$ cat config.mk
export PLATFORM = sky130hd
export DESIGN_NAME = ifu_axi_fetch
export DESIGN_NICKNAME = d
export VERILOG_FILES = /design/src/rtl/ifu_axi_fetch.sv
export SDC_FILE = /design/constraint.sdc
export NUM_CORES = 1
export LEC_CHECK = 0
export ABC_CLOCK_PERIOD_IN_PS = 2200
export CAP_MARGIN = 20
export CORE_MARGIN = 5
export CORE_UTILIZATION = 37
export CTS_CLUSTER_SIZE = 20
export DETAILED_ROUTE_END_ITERATION = 7
export PLACE_DENSITY = 0.84
export SYNTH_ARGS = -nofsm -noshare
export SYNTH_HDL_FRONTEND = slang
export SYNTH_SLANG_ARGS = --single-unit
$ cat constraint.sdc
create_clock -name clk -period 2.2 [get_ports clk]
set_clock_uncertainty 0.2 [all_clocks]
set_input_delay 0.22 -clock clk [delete_from_list [all_inputs] [get_ports clk]]
set_output_delay 0.22 -clock clk [all_outputs]
set_load 0.02 [all_outputs]
$ cat src/rtl/ifu_axi_fetch.sv
// Purpose : instruction-fetch bus master; one single-beat read at a time, picks a 32-bit instruction out of the 64-bit word.
// Latency : request accepted in cycle N -> inst_valid in N+3 at best (ar/r stalls add cycle for cycle).
// Backpr. : req_ready low while a fetch is in flight; inst/inst_pc held stable while inst_ready is low.
//
// Ports:
//   clk, reset         - single clock, asynchronous active-low reset
//   req_valid/ready    - fetch address from the PC stage (req_addr)
//   flush              - cancels a pending or in-flight fetch; the bus handshake is always completed
//   inst_valid/ready   - instruction (inst, inst_pc, inst_err) to the decode stage
//   ar_valid/ready     - read address channel (araddr) to the SRAM
//   r_valid/ready      - read data channel (rdata) from the SRAM
//
// Optional feature: define IFU_ALIGN_CHECK_EN to reject fetch addresses with addr[1:0] != 0.
// Such a fetch returns inst = 0, inst_err = 1 one cycle after acceptance and never touches the bus.
// Without it the low address bits are ignored by the selection logic and inst_err stays 0.

module ifu_axi_fetch #(
    parameter int ADDR_W = 64,
    parameter int INST_W = 32
) (
    input  logic              clk,
    input  logic              reset,
    input  logic              req_valid,
    output logic              req_ready,
    input  logic [ADDR_W-1:0] req_addr,
    input  logic              flush,
    output logic              inst_valid,
    input  logic              inst_ready,
    output logic [INST_W-1:0] inst,
    output logic [ADDR_W-1:0] inst_pc,
    output logic              inst_err,
    output logic              ar_valid,
    input  logic              ar_ready,
    output logic [ADDR_W-1:0] araddr,
    input  logic              r_valid,
    output logic              r_ready,
    input  logic [63:0]       rdata
);

    typedef enum logic [1:0] {
        S_IDLE = 2'd0,
        S_ADDR = 2'd1,
        S_DATA = 2'd2,
        S_RESP = 2'd3
    } state_t;

    state_t              state_q;
    logic                drop_q;      // current transaction was flushed; its data beat is discarded
    logic [ADDR_W-1:0]   pc_q;
    logic [INST_W-1:0]   inst_q;
    logic                inst_err_q;
    logic                ar_valid_q;
    logic                r_ready_q;
    logic                inst_valid_q;

    // The only combinational path to an output: a flush blocks acceptance in the same cycle.
    assign req_ready  = reset && (state_q == S_IDLE) && !flush;

    assign ar_valid   = ar_valid_q;
    assign araddr     = pc_q;
    assign r_ready    = r_ready_q;
    assign inst_valid = inst_valid_q;
    assign inst       = inst_q;
    assign inst_pc    = pc_q;
    assign inst_err   = inst_err_q;

    always_ff @(posedge clk or negedge reset) begin
        if (!reset) begin
            state_q      <= S_IDLE;
            drop_q       <= 1'b0;
            pc_q         <= '0;
            inst_q       <= '0;
            inst_err_q   <= 1'b0;
            ar_valid_q   <= 1'b0;
            r_ready_q    <= 1'b0;
            inst_valid_q <= 1'b0;
        end else begin
            case (state_q)
                S_IDLE: begin
                    if (req_valid && !flush) begin
                        pc_q   <= req_addr;
                        drop_q <= 1'b0;
`ifdef IFU_ALIGN_CHECK_EN
                        if (req_addr[1:0] != 2'b00) begin
                            // Misaligned: answer with an error straight away, no bus access.
                            inst_q       <= '0;
                            inst_err_q   <= 1'b1;
                            inst_valid_q <= 1'b1;
                            state_q      <= S_RESP;
                        end else begin
                            ar_valid_q <= 1'b1;
                            state_q    <= S_ADDR;
                        end
`else
                        ar_valid_q <= 1'b1;
                        state_q    <= S_ADDR;
`endif
                    end
                end

                S_ADDR: begin
                    // A flush cannot withdraw ar_valid; it only marks the beat for discard.
                    if (flush) begin
                        drop_q <= 1'b1;
                    end
                    if (ar_ready) begin
                        ar_valid_q <= 1'b0;
                        r_ready_q  <= 1'b1;
                        state_q    <= S_DATA;
                    end
                end

                S_DATA: begin
                    if (r_valid) begin
                        r_ready_q <= 1'b0;
                        if (drop_q || flush) begin
                            state_q <= S_IDLE;
                        end else begin
                            inst_q       <= pc_q[2] ? INST_W'(rdata[63:32]) : INST_W'(rdata[31:0]);
                            inst_err_q   <= 1'b0;
                            inst_valid_q <= 1'b1;
                            state_q      <= S_RESP;
                        end
                    end else if (flush) begin
                        drop_q <= 1'b1;
                    end
                end

                S_RESP: begin
                    // Flush wins over inst_ready: the held instruction is dropped.
                    if (flush || inst_ready) begin
                        inst_valid_q <= 1'b0;
                        inst_err_q   <= 1'b0;
                        state_q      <= S_IDLE;
                    end
                end

                default: begin
                    state_q <= S_IDLE;
                end
            endcase
        end
    end

endmodule
==> reports/metrics.yaml <==
hold_viol: 0
hpwlAfterDp_um: 11700
holdWs_ps: 277
rsz0062_at_grt: "false"
antenna_found_initial: 0
irDropWorstVdd_mv: 0.743
synthesis.area_um2: 4800
dr.pass1.iters: 4
cp.required_ps: 2210
timing.rr.end: "araddr[42]"
synth_top_area_share: 0.531
rr_worst_depth: 6
grt.total_usage: 0.180
num_io_pins: 300
yosys-top-cells-area: "dfrtp_1 (53%), mux2_1 (11%), buf_4 (11%)"
synth_top_family_by_area: "multiplexers"
grt_pass1_vias: 4040
fp.dieW_um: 124
synth_simple_gate_area_frac: 0.0427
fill_cells: 1007
syn_to_final_growth_pct: 62.4
cts_root_buffer: "clkbuf_16"
post_drt_wl_per_cell_um: 17.5
clk_path_buf_depth: 2
syn_nets: 531
clkLatencyLatePin_ps: 330
max_freq_ghz: 0.484
place_ws_ps: 99.9
yosys.area_share.xor_xnor: 0
grt_max_degree: 69
nets: 770
outcome: "completed"
min-delay-start: "req_addr[57]"
drv_cap: 0
holdPathEnd: "araddr[57]"
synth_cell_types: 26
antenna_left: 0
synthMuxAreaShare: 0.217
synth_top_area_cell: "dfrtp_1"
drive_above_1_share: 0.0757
slew_headroom: 0.443
power_density_nw_per_um2: 1580
drt_iter0_drc: 151
synth_compound_area_frac: 0.0589
post-cts-setup-buffers: 0
synth_fa_ha_area_frac: 0.0156
wirelength_um: 14100
gp_congestion: 0.815
yosys_warnings: 0
crit_type: "reg2reg"
ys_ff_latch: 102
seq_area_frac_synth: 0.531
setup-tns-final_ps: 0
clk_pin_slew_worst_paths_ps: 70
worst_setup_path_end_kind: "register"
reg2reg_from: "state_q[0]"
period_share: 0.938
critPathLaunch: "state_q[0]"
start_util: 0.379
hold_class: "in2reg"
rrSetupSlack_ps: 140
setup_viol: 0
core_um2: 12700
num_rows: 41
io_buffers: 298
grt_overflow_total: 0
diodes: 0
tritoncts: "done"
arrival_ps: 2070
worst_slew_pin_slew_ps: 835
drc: 0
worstPathMaxFanout: 35
cts_max_level: 3
clock-sinks: 102
viasPerCell: 4.62
grt_pass1_wl_um: 21400
via_count: 3722
finalMaxSlewViolations: 0
startpoint_type: "register"
dieArea_um2: 15400
die_h_um: 124
holdPathStages: 2
synth_cells: 390
p_leak_nw: 3.29
postLayoutSetupSlackWorst_ps: 136
syn_area_per_cell_um2: 12.3
fin_crit_ps: 2060
numCtsBuffers: 9
per-layer routing:
metal  track usage  part of all wire
met2         0.339              0.54
met4        0.0561             0.023
met1         0.191              0.35
met3        0.0554             0.087
met5             0                 0
area by class of cell:
cell class                      count  area (um2)  share of cell area
Timing Repair Buffer              311        3110               0.399
Sequential cell                   102        2550               0.327
Multi-Input combinational cell    200        1610               0.206
Clock buffer                       10         229              0.0293
Tap cell                          172         215              0.0276
Clock inverter                      6        63.8             0.00818
Inverter                            5        18.8             0.00241
cells by family after synthesis:
logic type      count (synthesis)
simple gates                   44
buf+inv                        88
compound gates                 53
flops                         102
mux                            96
fa+ha+maj                       6
other cells                     1
how the worst max path moves through the flow:
stage,cells after the start,to
2_1_floorplan,4,req_ready
3_3_place_gp,5,req_ready
3_5_place_dp,5,req_ready
4_1_cts,5,req_ready
5_1_grt,6,araddr[42]
6_report,6,araddr[42]
where the power goes:
group | switching [W] | total, W | internal (W) | leakage (nW)
sequential | 0.000755 | 0.00359 | 0.00283 | 1.20
clock | 0.000666 | 0.00155 | 0.000880 | 0.138
combinational | 0.00355 | 0.00717 | 0.00363 | 1.95
total | 0.00497 | 0.0123 | 0.00734 | 3.29
Yosys cell counts:
cell type / count
dfrtp_1: 102
buf_4: 69
mux2_1: 49
a21oi_1: 41
nor2_1: 33
mux2i_1: 32
mux2_2: 15
buf_2: 8
a31oi_1: 6
buf_6: 6
ha_1: 6
inv_1: 5
nand2b_1: 2
nor2b_1: 2
nor3b_1: 2
o21ai_0: 2
a21boi_0: 1
and3_1: 1
conb_1: 1
nand2_1: 1
nand3_1: 1
nand3b_4: 1
nor2_2: 1
o21bai_1: 1
o22ai_1: 1
o2bb2ai_1: 1
critical path: stages, from the launching register on:
cell	delay [ps]
dfrtp_1	440
inv_1	130
ha_1	250
buf_4	160
nand3b_4	160
buf_12	240
mux2_1	360
flip-flops by register name (all words and copies together) (netlist names):
name and flops:
state_q 2, inst_valid 1, ar_valid 1, inst 32
drop_q 1, r_ready 1, araddr 64
stage by stage:
stage | std cells | utilization | total power (W) | area (um2)
6_report | 806 | 0.616 | 0.0123 | 7800
2_1_floorplan | 390 | - | 0.00774 | 4800
3_5_place_dp | 789 | 0.592 | 0.0109 | 7500
3_3_place_gp | 789 | 0.592 | 0.0107 | 7500
5_1_grt | 806 | 0.616 | 0.0130 | 7800
4_1_cts | 806 | 0.616 | 0.0125 | 7810
repair_timing:
action	4_1_cts	5_1_grt
hold buffers	1	0
endpoints found under the hold margin	68	0
gates resized for setup	1	3
pin swaps	0	0
endpoints found under the setup margin	1	1
layout by cell type, fill, tap and decap left out, types with 2 or more instances in the layout:
master / n
a21oi_1: 41
a31oi_1: 6
buf_12: 3
buf_4: 10
clkbuf_16: 9
clkdlybuf4s50_1: 296
clkinv_2: 2
clkinvlp_4: 2
dfrtp_1: 101
ha_1: 6
inv_1: 5
mux2_1: 49
mux2_2: 15
mux2i_1: 32
nand2b_1: 2
nor2_1: 33
nor2b_1: 2
nor3b_1: 2
o21ai_0: 2
Note: power is estimated with default switching activity, not from simulation.
